==> config.mk <==
export PLATFORM = sky130hd
export DESIGN_NAME = logic_unit_arbiter_flat
export DESIGN_NICKNAME = d
export VERILOG_FILES = /design/src/rtl/logic_unit_arbiter_if.sv /design/src/rtl/logic_unit_arbiter.sv /design/src/flat_wrapper.sv
export SDC_FILE = /design/constraint.sdc
export NUM_CORES = 1
export LEC_CHECK = 0
export CORE_UTILIZATION = 41
export CTS_BUF_LIST = sky130_fd_sc_hd__clkbuf_8 sky130_fd_sc_hd__clkbuf_16
export DETAILED_ROUTE_END_ITERATION = 8
export PLACE_DENSITY = 0.88
export SLEW_MARGIN = 40
export SYNTH_ARGS = -nofsm -noshare
export SYNTH_HDL_FRONTEND = slang
export SYNTH_SLANG_ARGS = --single-unit
export TNS_END_PERCENT = 5
==> constraint.sdc <==
create_clock -name clk -period 8.32 [get_ports clk]
set_clock_uncertainty 0.2 [all_clocks]
set_input_delay 2.08 -clock clk [delete_from_list [all_inputs] [get_ports clk]]
set_output_delay 2.08 -clock clk [all_outputs]
set_load 0.02 [all_outputs]
==> src/rtl/logic_unit_arbiter_if.sv <==
// Issue/response bundle between the two requesters, the arbiter and the shared logic unit.
// slave is the arbiter's view; master is the requester/logic-unit side.
interface logic_unit_arbiter_if #(
  parameter int unsigned WIDTH = 32
);
  logic             req0;
  logic             req1;
  logic [WIDTH-1:0] a0;
  logic [WIDTH-1:0] b0;
  logic [WIDTH-1:0] a1;
  logic [WIDTH-1:0] b1;
  logic [2:0]       op0;
  logic [2:0]       op1;
  logic             stall;
  logic             gnt0;
  logic             gnt1;
  logic [WIDTH-1:0] lu_a;
  logic [WIDTH-1:0] lu_b;
  logic [2:0]       lu_op;
  logic [WIDTH-1:0] lu_out;
  logic             rsp_valid;
  logic             rsp_id;
  logic [WIDTH-1:0] rsp_data;
  logic             busy;

  modport slave (
    input  req0, req1, a0, b0, a1, b1, op0, op1, stall, lu_out,
    output gnt0, gnt1, lu_a, lu_b, lu_op, rsp_valid, rsp_id, rsp_data, busy
  );

  modport master (
    output req0, req1, a0, b0, a1, b1, op0, op1, stall, lu_out,
    input  gnt0, gnt1, lu_a, lu_b, lu_op, rsp_valid, rsp_id, rsp_data, busy
  );
endinterface

==> src/rtl/logic_unit_arbiter.sv <==
// Round-robin sharing of one pipelined logic unit between two requesters,
// with an id tag pipe that returns each result to its owner.
module logic_unit_arbiter #(
  parameter int unsigned WIDTH      = 32,
  parameter int unsigned LU_LATENCY = 1
) (
  input logic                  clk,
  input logic                  reset,
  logic_unit_arbiter_if.slave  bus
);

  // One extra stage covers the lu_a/lu_b/lu_op input register ahead of the unit.
  localparam int unsigned DEPTH = LU_LATENCY + 1;

  logic             prio;
  logic             g0;
  logic             g1;
  logic             accept;
  logic [WIDTH-1:0] a_sel;
  logic [WIDTH-1:0] b_sel;
  logic [2:0]       op_sel;
  logic [DEPTH-1:0] tag_vld;
  logic [DEPTH-1:0] tag_id;
  logic [DEPTH-1:0] tag_vld_d;
  logic [DEPTH-1:0] tag_id_d;

  // Grant: a lone requester wins; on contention prio wins. Nothing during stall or reset.
  always_comb begin
    g0 = 1'b0;
    g1 = 1'b0;
    if (!reset && !bus.stall) begin
      if (bus.req0 && (!bus.req1 || !prio)) g0 = 1'b1;
      else if (bus.req1)                   g1 = 1'b1;
    end
  end

  assign accept   = g0 | g1;
  assign bus.gnt0 = g0;
  assign bus.gnt1 = g1;

  assign a_sel  = g1 ? bus.a1  : bus.a0;
  assign b_sel  = g1 ? bus.b1  : bus.b0;
  assign op_sel = g1 ? bus.op1 : bus.op0;

  assign tag_vld_d = {tag_vld[DEPTH-2:0], accept};
  assign tag_id_d  = {tag_id[DEPTH-2:0], g1};

  always_ff @(posedge clk or posedge reset) begin
    if (reset) begin
      prio          <= 1'b0;
      bus.lu_a      <= '0;
      bus.lu_b      <= '0;
      bus.lu_op     <= 3'b000;
      tag_vld       <= '0;
      tag_id        <= '0;
      bus.rsp_valid <= 1'b0;
      bus.rsp_id    <= 1'b0;
      bus.rsp_data  <= '0;
      bus.busy      <= 1'b0;
    end else begin
      if (accept) begin
        prio      <= ~g1;
        bus.lu_a  <= a_sel;
        bus.lu_b  <= b_sel;
        bus.lu_op <= op_sel;
      end
      tag_vld       <= tag_vld_d;
      tag_id        <= tag_id_d;
      bus.busy      <= |tag_vld_d;
      bus.rsp_valid <= tag_vld[DEPTH-1];
      if (tag_vld[DEPTH-1]) begin
        bus.rsp_data <= bus.lu_out;
        bus.rsp_id   <= tag_id[DEPTH-1];
      end
    end
  end

endmodule

==> src/flat_wrapper.sv <==
// flat-port wrapper written by rule: the top's interface ports become plain ports
module logic_unit_arbiter_flat 
#(
  parameter int unsigned WIDTH      = 32,
  parameter int unsigned LU_LATENCY = 1
)
  (clk, reset, bus_req0, bus_req1, bus_a0, bus_b0, bus_a1, bus_b1, bus_op0, bus_op1, bus_stall, bus_lu_out, bus_gnt0, bus_gnt1, bus_lu_a, bus_lu_b, bus_lu_op, bus_rsp_valid, bus_rsp_id, bus_rsp_data, bus_busy);
  logic_unit_arbiter_if #(.WIDTH(WIDTH)) bus_i ();
  input logic clk;
  input logic reset;
  input wire logic [$bits(bus_i.req0)-1:0] bus_req0;
  input wire logic [$bits(bus_i.req1)-1:0] bus_req1;
  input wire logic [$bits(bus_i.a0)-1:0] bus_a0;
  input wire logic [$bits(bus_i.b0)-1:0] bus_b0;
  input wire logic [$bits(bus_i.a1)-1:0] bus_a1;
  input wire logic [$bits(bus_i.b1)-1:0] bus_b1;
  input wire logic [$bits(bus_i.op0)-1:0] bus_op0;
  input wire logic [$bits(bus_i.op1)-1:0] bus_op1;
  input wire logic [$bits(bus_i.stall)-1:0] bus_stall;
  input wire logic [$bits(bus_i.lu_out)-1:0] bus_lu_out;
  output wire logic [$bits(bus_i.gnt0)-1:0] bus_gnt0;
  output wire logic [$bits(bus_i.gnt1)-1:0] bus_gnt1;
  output wire logic [$bits(bus_i.lu_a)-1:0] bus_lu_a;
  output wire logic [$bits(bus_i.lu_b)-1:0] bus_lu_b;
  output wire logic [$bits(bus_i.lu_op)-1:0] bus_lu_op;
  output wire logic [$bits(bus_i.rsp_valid)-1:0] bus_rsp_valid;
  output wire logic [$bits(bus_i.rsp_id)-1:0] bus_rsp_id;
  output wire logic [$bits(bus_i.rsp_data)-1:0] bus_rsp_data;
  output wire logic [$bits(bus_i.busy)-1:0] bus_busy;
  assign bus_i.req0 = bus_req0;
  assign bus_i.req1 = bus_req1;
  assign bus_i.a0 = bus_a0;
  assign bus_i.b0 = bus_b0;
  assign bus_i.a1 = bus_a1;
  assign bus_i.b1 = bus_b1;
  assign bus_i.op0 = bus_op0;
  assign bus_i.op1 = bus_op1;
  assign bus_i.stall = bus_stall;
  assign bus_i.lu_out = bus_lu_out;
  assign bus_gnt0 = bus_i.gnt0;
  assign bus_gnt1 = bus_i.gnt1;
  assign bus_lu_a = bus_i.lu_a;
  assign bus_lu_b = bus_i.lu_b;
  assign bus_lu_op = bus_i.lu_op;
  assign bus_rsp_valid = bus_i.rsp_valid;
  assign bus_rsp_id = bus_i.rsp_id;
  assign bus_rsp_data = bus_i.rsp_data;
  assign bus_busy = bus_i.busy;
  logic_unit_arbiter #(.WIDTH(WIDTH), .LU_LATENCY(LU_LATENCY)) u_core (.clk(clk), .reset(reset), .bus(bus_i));
endmodule
# After elaboration in Yosys (flattened, before gate mapping)
# Index checks and enable logic that the tools add are counted.
[op_classes]
n_mux = 8
reduce_logical = 8
n_bitwise = 2
[ops]
columns = ["operator", "n"]
rows = [
  ["2-to-1 mux 32 bit", 2],
  ["2-to-1 mux 1 bit", 5],
  ["zero test 1 bit", 4],
  ["2-to-1 mux 3 bit", 1],
  ["logical AND 1 bit", 2],
  ["OR reduction 2 bit", 1],
  ["logical OR 1 bit", 1],
  ["NOT 1 bit", 1],
  ["bitwise OR 1 bit", 1],
]
[word_totals]
word_cells = 28
output_inout_bits = 104
input_bits = 171
reg_bits = 107

# Logic depth before layout (Yosys ltp)
[depth]
ltp_word = 7
mapped_depth = 6

# Worst setup path before layout
# Ideal clock, no wire load.
[synth_timing]
kind = "input to output"
from = "input port reset"
to = "output port bus_gnt1"
stages = 4
t_required_ps = 6040
n_path_buf = 2
t_arrival_ps = 3092
path_slack_ps = 2948
cell_sequence = "or3b_1 buf_2 clkbuf_1 nor2_1"
[synth_between]
elab_chain_cells = 3
[synth_rtl]
columns = ["element", "line", "rtl"]
rows = [
  ["start: declaration", "flat_wrapper.sv:10", "input logic reset;"],
  ["zero test 1 bit (no line)", "--", ""],
  ["logical AND 1 bit", "logic_unit_arbiter.sv:31", "if (!reset && !bus.stall) begin"],
  ["2-to-1 mux 1 bit", "logic_unit_arbiter.sv:31", ""],
  ["end: declaration", "flat_wrapper.sv:22", "output wire logic [$bits(bus_i.gnt1)-1:0] bus_gnt1;"],
]
# No other way between the ends.

# Worst setup path in the final report
[layout_timing]
from = "input port bus_req1"
to = "output port bus_gnt1"
[layout_between]
elab_chain_cells = 5
word_cells_on_any_way = 6
classes_between = "3 x mux; 3 x reduce/logical"
[layout_rtl]
columns = ["element", "line", "rtl"]
rows = [
  ["start: declaration", "flat_wrapper.sv:12", "input wire logic [$bits(bus_i.req1)-1:0] bus_req1;"],
  ["zero test 1 bit", "logic_unit_arbiter.sv:32", "if (bus.req0 && (!bus.req1 || !prio)) g0 = 1'b1;"],
  ["logical OR 1 bit", "logic_unit_arbiter.sv:32", ""],
  ["logical AND 1 bit", "logic_unit_arbiter.sv:32", ""],
  ["2-to-1 mux 1 bit (*)", "logic_unit_arbiter.sv:32", ""],
  ["2-to-1 mux 1 bit (*)", "logic_unit_arbiter.sv:31", ""],
]
# Mark *: on every way between the ends. The rest lies on a longest branch, timed or not.

==> summary.md <==
| Metric | Value |
|---|---|
| Result of the run | finished, final reports clean |
| DRC violation count after routing | 0 |
| Headroom to the max-slew limit | 45.12% |
| Synth Warn # | 0 |
| Number of failing hold endpoints at the final stage | 0 |
| Mean cell area of the mapped netlist | 11.57 µm² |
| RSZ-0062 raised after global routing | false |
| Post-detailed-placement half-perimeter wirelength | 11210 µm |
| Area used by multi-input combinational logic | 1799 µm² |
| Measured slew at the worst slew-check pin | 0.8232 ns |
| Share of the cycle needed by the critical path after routing | 77.16% |
| Final Critical Period | 6.420 ns |
| Number of failing setup endpoints in the final timing report | 0 |
| Achievable Freq | 155.8 MHz |
| Peak supply drop | 131.7 µV |
| Number of antenna violations at the first check in global routing | 0 |
| Max Transition Viols Final | 0 |
| Filler instances | 788 |
| Classification of the worst setup path | in2out |
| Cell area after synthesis | 4664 µm² |
| Number of gates resized after CTS | 0 |
| Sort of element at the start of the critical path | input port |
| Pwr Density | 211.2 nW/µm² |
| Internal cell power | 1.126 mW |
| Portion of total power attributed to sequential cells | 39.8% |
| Type of the worst min-delay path | reg2reg |
| Vias | 4512 |
| Top fanout value on the critical path | 4 |
| Number of global-route vias before repair | 4558 |
| Max-cap violations | 0 |
| CTS HTree Levels | 3 |
| CTS sink cnt | 107 |
| Final antenna diode count | 0 |
| Syn nets | 574 |
| Die Y-Extent | 108.7 µm |
| Maximum number of buffers from clock root to sink | 2 |
| Type of element capturing the critical path | output pin |
| Worst setup slack for register-to-register paths | 6.24 ns |
| Final weighted congestion in routability-driven placement | 0.8486 |
| Antenna-violating nets left | 0 |
| Area added between synthesis and finish | 66.90% |
| Net switching power of the design | 0.5182 mW |
| Pre-CTS WS | 1.880 ns |
| Instance count of the mapped netlist | 403 |
| Detailed router's first-iteration violation count | 273 |
| Static leakage | 2.973 nW |
| Post-route setup slack | 1.900 ns |
| Total clock buffers created by CTS | 9 |
| Setup fix buffers added after clock tree synthesis | 0 |
| Post-synthesis cell type count | 17 |
| Layout cell share with drive strength beyond 1 | 11.35% |
| Leading cell types in the layout, fill and taps excluded | 274 x clkdlybuf4s50_1, 122 x o21ai_0, 107 x dfrtp_1 |
| Clock latency on the worst-skew pair | 0.34 ns |
| Global route overflow | 0 |
| Horizontal die dimension | 108.7 µm |
| Share of synthesized area occupied by flip-flops and latches | 57.40% |
| Proportion of total power due to net switching | 31.51% |
| Clock-pin slew on the worst setup and hold paths | 0.07 ns |
| TritonCTS clock tree | yes |
| Combinational share of power | 34.2% |
| Largest net degree at the start of global routing | 73 |
| Initial core utilization | 42.47% |
| Worst Path Arrival | 4.14 ns |
| # hold bufs at CTS | 0 |
| Tot GR Track Use | 26.57% |
| Number of nets in the layout | 818 |
| Floorplan Core Area | 10980 µm² |
| Average wire length per cell after detail routing | 20.03 µm |
| Root cell of the clock tree | clkbuf_16 |
| Number of primary I/O pins | 275 |
| DR vias/cell | 5.697 |
| Post-synthesis register bit count | 107 |
| Cell Rows | 38 |
| Clock power share | 26.1% |
| Seq. cell area | 2678 µm² |
| First-pass GRT wire length | 23520 µm |
| Full die area | 11810 µm² |
| IO buf count | 274 |
| WL final | 15860 µm |
| Required time of the critical path | 6.04 ns |
| Most common library cell in the layout ignoring fill and taps | clkdlybuf4s50_1 |
| Post-Route Setup TNS | 0 ns |
| Pre-Repair DR Iteration Count | 4 |
## power groups by stage
| stage | registers (mW) | logic (mW) | clock network, mW |
|---|---|---|---|
| floorplan | 0.766 | 0.142 | 0 |
| global placement | 0.656 | 0.547 | 0 |
| detailed placement | 0.663 | 0.564 | 0 |
| CTS | 0.654 | 0.567 | 0.439 |
| global route | 0.664 | 0.595 | 0.459 |
| finish | 0.654 | 0.562 | 0.429 |
## cell usage after synthesis
library cell | number | area share (%)
a22o_1 | 1 | 0.19
or3b_1 | 1 | 0.19
o32ai_2 | 10 | 3.5
dfrtp_1 | 107 | 57
buf_2 | 8 | 0.86
clkbuf_1 | 39 | 3.1
inv_1 | 2 | 0.16
or2_1 | 1 | 0.13
o21ai_1 | 13 | 1.4
buf_6 | 2 | 0.48
nand2b_1 | 1 | 0.13
nor2_1 | 4 | 0.32
mux2_2 | 33 | 8.0
o32ai_1 | 57 | 11
o21ai_0 | 122 | 13
nor2b_1 | 1 | 0.13
a21bo_2 | 1 | 0.21
## per-layer routing
layer	vias up	track usage, %	wire, µm
li1	2043	-	-
met1	2220	28.53	5767
met2	216	47.74	8213
met3	33	8.249	1418
met4	0	11.87	463
met5	-	0	0
## final cells by class
cell class	instances	share of cell area [%]
multi-input cells	245	23.11
flip-flops and latches	107	34.39
inverters	2	0.1286
well taps	140	2.250
repair buffers	282	36.24
clock buffers	9	2.893
clock inverters	7	0.9804
## critical path: stages
cell	delay (ns)
clkdlybuf4s50_1	0.65
or3b_2	0.50
nor2_1	0.21
clkdlybuf4s50_1	0.70
## stage by stage
stage	total power [mW]	std cells	instance area (µm²)	hold WS, ns	utilization (%)
finish	1.645	792	7785	0.1497	70.88
global placement	1.203	774	7447	0.1339	67.81
CTS	1.659	792	7785	0.1509	70.88
global route	1.718	792	7785	0.1610	70.88
floorplan	0.9077	403	4664	0.1312	-
detailed placement	1.228	776	7483	0.1347	68.14
## path summary, 6_finish.rpt
| check | startpoint | to | cells after the start |
|---|---|---|---|
| setup reg to reg | u_core.prio | u_core.bus.lu_b[31] | 4 |
| hold reg to reg | u_core.tag_id[0] | u_core.tag_id[1] | 0 |
| min in group asynchronous | reset | u_core.bus.lu_a[12] | 2 |
| hold / removal | u_core.tag_id[0] | u_core.tag_id[1] | 0 |
| setup / recovery | bus_req1 | bus_gnt1 | 4 |
| max in group asynchronous | reset | u_core.bus.rsp_data[2] | 3 |
## state kept, by name (all words and copies together), names as in the netlist
| signal | flops |
|---|---|
| u_core.bus.busy | 1 |
| u_core.bus.lu_b | 32 |
| u_core.bus.rsp_valid | 1 |
| u_core.bus.lu_op | 3 |
| u_core.bus.rsp_id | 1 |
| u_core.bus.rsp_data | 32 |
| u_core.tag_id | 2 |
| u_core.prio | 1 |
| u_core.bus.lu_a | 32 |
| u_core.tag_vld | 2 |
## logic make-up (layout without fill, tap and decap cells)
kind of cell	after synthesis	count (layout)	synth area share (%)
AND/OR/NAND/NOR	8	8	0.9122
multiplexers	33	33	7.967
AO/OA/AOI/OAI	204	204	29.08
buffers and inverters	51	300	4.641
flip-flops	107	107	57.40
(Power assumes the default switching activity.)
==> variant 1 (same settings) <==
`LU_LATENCY` is set to 1 in 2 places; all go to 2.
--- a/src/rtl/logic_unit_arbiter.sv
+++ b/src/rtl/logic_unit_arbiter.sv
@@ -2,7 +2,7 @@
 // with an id tag pipe that returns each result to its owner.
 module logic_unit_arbiter #(
   parameter int unsigned WIDTH      = 32,
-  parameter int unsigned LU_LATENCY = 1
+  parameter int unsigned LU_LATENCY = 2
 ) (
   input logic                  clk,
   input logic                  reset,
--- a/src/flat_wrapper.sv
+++ b/src/flat_wrapper.sv
@@ -2,7 +2,7 @@
 module logic_unit_arbiter_flat 
 #(
   parameter int unsigned WIDTH      = 32,
-  parameter int unsigned LU_LATENCY = 1
+  parameter int unsigned LU_LATENCY = 2
 )
   (clk, reset, bus_req0, bus_req1, bus_a0, bus_b0, bus_a1, bus_b1, bus_op0, bus_op1, bus_stall, bus_lu_out, bus_gnt0, bus_gnt1, bus_lu_a, bus_lu_b, bus_lu_op, bus_rsp_valid, bus_rsp_id, bus_rsp_data, bus_busy);
   logic_unit_arbiter_if #(.WIDTH(WIDTH)) bus_i ();
Function: changed (a bounded check fails within 4 cycles, from zero or initial values and one cycle with reset high).
==> variant 1 against the unedited design <==
- non-clock buffer count up 1
- sequential cell count up 2
- cell count up 0.38%
- total power up 0.42%
- die area up 1.1%
- design area up 0.96%
- wire length down 4.8%
- first-iteration DRC count down 15%
- worst setup slack better by 0.095 ns
- synthesized area up 1.1%
- synthesized cell count up 0.50%
- largest cell class unchanged
- largest power group unchanged
- highest routed layer unchanged
==> variant 1: results (changes against the unedited design) <==
placement:
  io_buffers: 274  # unchanged
  detailedPlacementHpwl_mm: 11.0  # -2.0%
  gp_congestion: 0.754  # -11%
  dp_worst_setup_slack_ns: 1.99  # +0.108 ns
pwr:
  irDropWorstVdd_mv: 0.111  # -15%
  p_leak_nw: 3.02  # +1.4%
  power.net_switching_mw: 0.513  # -0.94%
cts:
  tritoncts.num_buffers: 9  # unchanged
  clk_transition_reported_paths_ns: 0.07  # about the same
  cts.path.max_buffers: 2  # unchanged
  post_cts_hold_buffer_count: 0  # unchanged
  cts_htree_levels: 3  # unchanged
  worst_skew_pair.late_latency_ns: 0.34  # about the same
  cts_resized: 0  # unchanged
layout:
  filler_cell_count: 791  # +0.38%
  nNetsFinal: 821  # +0.37%
  fraction_of_layout_instances_using_a_drive_strength_above_1_pct: 11.3  # -0.052 points
  antenna-diode-count: 0  # unchanged
  top_regs: "u_core.bus.lu_a (32), u_core.bus.lu_b (32), u_core.bus.rsp_data (32)"
outcome:
  run_status: "completed"
detailed_routing:
  route.detailed.wl_per_inst_um: 19.0  # -5.2%
  vias: 4459  # -1.2%
  detail_route.iter0.violations: 233  # -15%
setup_path:
  setup.worst_path.end: "bus_gnt1"
  timing.rr.end: "u_core.bus.lu_a[28]"
  worstRegToRegCells: 4  # unchanged
  reg2reg_slack_ns: 6.25  # about the same
  critical_path.reg2reg.startpoint: "u_core.prio"
  worstSetupStartpoint: "bus_req1"
  cell_family_with_the_largest_share_of_critical_path_delay: "buffers and inverters"
  worstPathMaxFanout: 4  # unchanged
  critical_path_arrival_ns: 4.04  # -0.10 ns
  critical-path-max-stage-delay_ns: 0.66  # -0.04 ns
worst_hold_path:
  min-delay-path-class: "flip-flop to flip-flop"
sta:
  timing.fmax_mhz: 158  # +1.5%
  timing_worst_slew_pin_value_ns: 0.799  # -0.0245 ns
  hold_slack_ns: 0.150  # +0.000665 ns
  setup-violations-final: 0  # unchanged
grt:
  grt_pass1_vias: 4362  # -4.3%
  pin_count_of_the_biggest_net_entering_global_routing: 69  # -5.5%
  grt_pass1_wl_mm: 22.6  # -4.0%
  groute.usage.overall_pct: 25.0  # -1.6 points
synthesis:
  synth_async_sr_flop_share_pct: 100  # unchanged
  synthTopCellsByCount: "sky130_fd_sc_hd__o21ai_0, sky130_fd_sc_hd__dfrtp_1, sky130_fd_sc_hd__o32ai_1, sky130_fd_sc_hd__clkbuf_1, sky130_fd_sc_hd__mux2_2"
  synthesis.yosys.warnings: 0  # unchanged
  synth_ff_type: "sky130_fd_sc_hd__dfrtp_1"
  synth_cell_types: 18  # +1
  syn_nets: 576  # +0.35%
  synth_top_area_share_pct: 57.8  # +0.44 points
  seq_area_frac_synth_pct: 57.8  # +0.44 points
  leading_post_synthesis_cells_by_cell_area: "sky130_fd_sc_hd__dfrtp_1, sky130_fd_sc_hd__o21ai_0, sky130_fd_sc_hd__o32ai_1"
==> variant 1: cell count changes in the layout (fill, tap and decap cells not counted), sizes merged <==
cell / before / now
inv: 3 / 5
dfrtp: 107 / 109
nand2b: 1 / 0
buf: 8 / 9
clkinvlp: 1 / 0
clkinv: 4 / 3
or3: 0 / 1
==> variant 1: worst reg2reg max path, stage by stage (launching register included) <==
cell and delay, ns:
sky130_fd_sc_hd__dfrtp_1 0.44, sky130_fd_sc_hd__a21bo_2 0.19, sky130_fd_sc_hd__buf_4 0.60, sky130_fd_sc_hd__o32ai_1 0.24, sky130_fd_sc_hd__o21ai_0 0.29
==> variant 1: worst min-delay path by stage <==
stage	start	end	cells past startpoint
2_1_floorplan	u_core.tag_id[0]	u_core.tag_id[1]	0
3_3_place_gp	u_core.tag_id[1]	u_core.tag_id[2]	0
3_5_place_dp	u_core.tag_id[1]	u_core.tag_id[2]	0
4_1_cts	u_core.tag_id[1]	u_core.tag_id[2]	0
5_1_grt	u_core.tag_id[1]	u_core.tag_id[2]	0
6_report	u_core.tag_id[1]	u_core.tag_id[2]	0
==> variant 1: kinds of logic after synthesis <==
logic type | Yosys count | synth area share (%)
muxes | 33 | 7.88
AOI/OAI and AO/OA | 204 | 28.8
and+or+nand+nor | 8 | 0.902
DFF | 109 | 57.8
buffers and inverters | 51 | 4.62
==> variant 1: power groups by stage <==
stage                     logic (mW)  clock network (mW)  registers, mW
after floorplan                0.143                   0          0.777
after global placement         0.544                   0          0.667
after detailed placement       0.560                   0          0.676
after CTS                      0.562               0.434          0.666
after global routing           0.596               0.458          0.675
final                          0.559               0.426          0.666
==> variant 1: layout make-up <==
class	count	area [um2]	area share, %
clock buffer	9	225	2.87
clock inverter	7	73.8	0.939
inverter	2	10.0	0.127
multi-input combinational	245	1800	22.9
sequential	109	2730	34.7
tap	140	175	2.23
timing repair buffer	283	2850	36.2
==> variant 1: stage by stage <==
stage / area (um2) / cells
6_report: 7860 / 795
5_1_grt: 7860 / 795
4_1_cts: 7840 / 794
3_5_place_dp: 7540 / 778
3_3_place_gp: 7500 / 776
2_1_floorplan: 4720 / 405
==> variant 1: per-layer routing <==
metal / vias to the layer above / wire length [um] / track usage [%]
met5: - / 0 / 0
met4: 0 / 305 / 9.43
met3: 33 / 1370 / 7.11
met2: 222 / 8050 / 46.6
met1: 2153 / 5370 / 26.5
li1: 2051 / - / -
==> variant 2 (same flow settings) <==
Made on the original files. Make the reset (`reset`) synchronous in one clocked block.
--- a/src/rtl/logic_unit_arbiter.sv
+++ b/src/rtl/logic_unit_arbiter.sv
@@ -45,7 +45,7 @@
   assign tag_vld_d = {tag_vld[DEPTH-2:0], accept};
   assign tag_id_d  = {tag_id[DEPTH-2:0], g1};
 
-  always_ff @(posedge clk or posedge reset) begin
+  always_ff @(posedge clk) begin
     if (reset) begin
       prio          <= 1'b0;
       bus.lu_a      <= '0;
Behaviour: differs if reset is asserted again (counterexample within 4 cycles, from zero or initial values and one cycle with reset high); with reset held inactive, the same outputs for 10 cycles.
==> variant 2 against the unedited design <==
- sequential cell count unchanged
- design area fell by 0.71%
- worst setup slack better by 0.15 ns
- wire length increased by 4.3%
- synthesized area up 2.2%
- total power decreased by 23%
- critical path type unchanged
==> variant 2: results (changes against the unedited design) <==
synthesis:
  syn_inst: 534  # +33%
  synth_async_sr_flop_share_pct: 0  # -100 points
  synthTopCellsByCount: "sky130_fd_sc_hd__dfxtp_1, sky130_fd_sc_hd__a21oi_1, sky130_fd_sc_hd__nand4_1, sky130_fd_sc_hd__a311oi_1, sky130_fd_sc_hd__clkbuf_1"
  seq_area_frac_synth_pct: 44.9  # -12 points
  synth_cell_types: 25  # +8
  synth_ff_type: "sky130_fd_sc_hd__dfxtp_1"
  leading_post_synthesis_cells_by_cell_area: "sky130_fd_sc_hd__dfxtp_1, sky130_fd_sc_hd__a311oi_1, sky130_fd_sc_hd__nand4_1"
  syn_nets: 705  # +23%
detailed_routing:
  drt-pass1-iter-count: 7  # +3
  route.layer.met1.wl_mm: 6.27  # +8.7%
  detail_route.iter0.violations: 525  # +92%
  met2_wire_length_mm: 8.16  # -0.63%
  detailroute.wirelength.met3_mm: 1.56  # +9.8%
layout:
  post_layout_nonfiller_instances: 899  # +14%
  nNetsFinal: 922  # +13%
  fraction_of_layout_instances_using_a_drive_strength_above_1_pct: 5.69  # -5.7 points
grt:
  groute.layer.met1.usage_pct: 29.4  # +0.91 points
  pin_count_of_the_biggest_net_entering_global_routing: 107  # +47%
  groute.usage.overall_pct: 25.6  # -1.0 points
  grt_pass1_wl_mm: 24.1  # +2.5%
  m3_gr_usage_pct: 5.39  # -2.9 points
  grt_pass1_vias: 4823  # +5.8%
  grt.met2_usage_pct: 44.9  # -2.9 points
placement:
  placement.cell_area_mm2: 0.00743  # -0.69%
  dp_worst_setup_slack_ns: 2.06  # +0.185 ns
  dpl.cell_count: 883  # +14%
  detailedPlacementHpwl_mm: 11.2  # -0.11%
outcome:
  run_status: "completed"
setup_path:
  critical-path-max-stage-delay_ns: 0.64  # -0.06 ns
  worstPathMaxFanout: 39  # +35
  critical_path_arrival_ns: 3.99  # -0.15 ns
## variant 2: cell count changes after synthesis, moves of 32 or more
cell                       before  now
sky130_fd_sc_hd__a21oi_1        0   67
sky130_fd_sc_hd__a311oi_1       0   57
sky130_fd_sc_hd__dfrtp_1      107    0
sky130_fd_sc_hd__dfxtp_1        0  107
sky130_fd_sc_hd__mux2_2        33    0
sky130_fd_sc_hd__mux2i_1        0   33
sky130_fd_sc_hd__nand4_1        0   67
sky130_fd_sc_hd__nor2_1         4   36
sky130_fd_sc_hd__o21ai_0      122   37
sky130_fd_sc_hd__o32ai_1       57    0
## variant 2: final cells by class
class	count	area [um2]
Sequential cell	107	2150
Clock buffer	9	225
Multi-Input combinational cell	351	2310
Clock inverter	7	72.6
Tap cell	143	179
Timing Repair Buffer	282	2800
Fill cell	869	3640
## variant 2: path summary, 6_finish.rpt
check | start | slack, ns | end | depth (start not counted)
setup / recovery | bus_req1 | 2.05 | bus_gnt1 | 4
hold / removal | u_core.tag_vld[0] | 0.25 | u_core.tag_vld[1] | 1
setup reg to reg | u_core.prio | 6.12 | u_core.bus.lu_a[2] | 4
hold reg to reg | u_core.tag_vld[0] | 0.25 | u_core.tag_vld[1] | 1
## variant 2: critical path: cells and delay by family
family	cells	cell delay, ns
buf+inv	2	1.20
simple gates	2	0.70
## variant 2: logic make-up (layout without fill, tap and decap cells)
kind of cell    count (synthesis)  count (layout)  synth area share (%)
compound gates                202             202                  27.8
simple gates                  116             116                  13.4
flops                         107             107                  44.9
mux                            33              33                  6.93
buf+inv                        76             298                  6.90
## variant 2: report_power, final
group / total [mW] / internal, mW / switching (mW)
clock network: 0.418 / 0.211 / 0.206
registers: 0.557 / 0.539 / 0.0176
logic: 0.284 / 0.148 / 0.136
total: 1.26 / 0.898 / 0.360
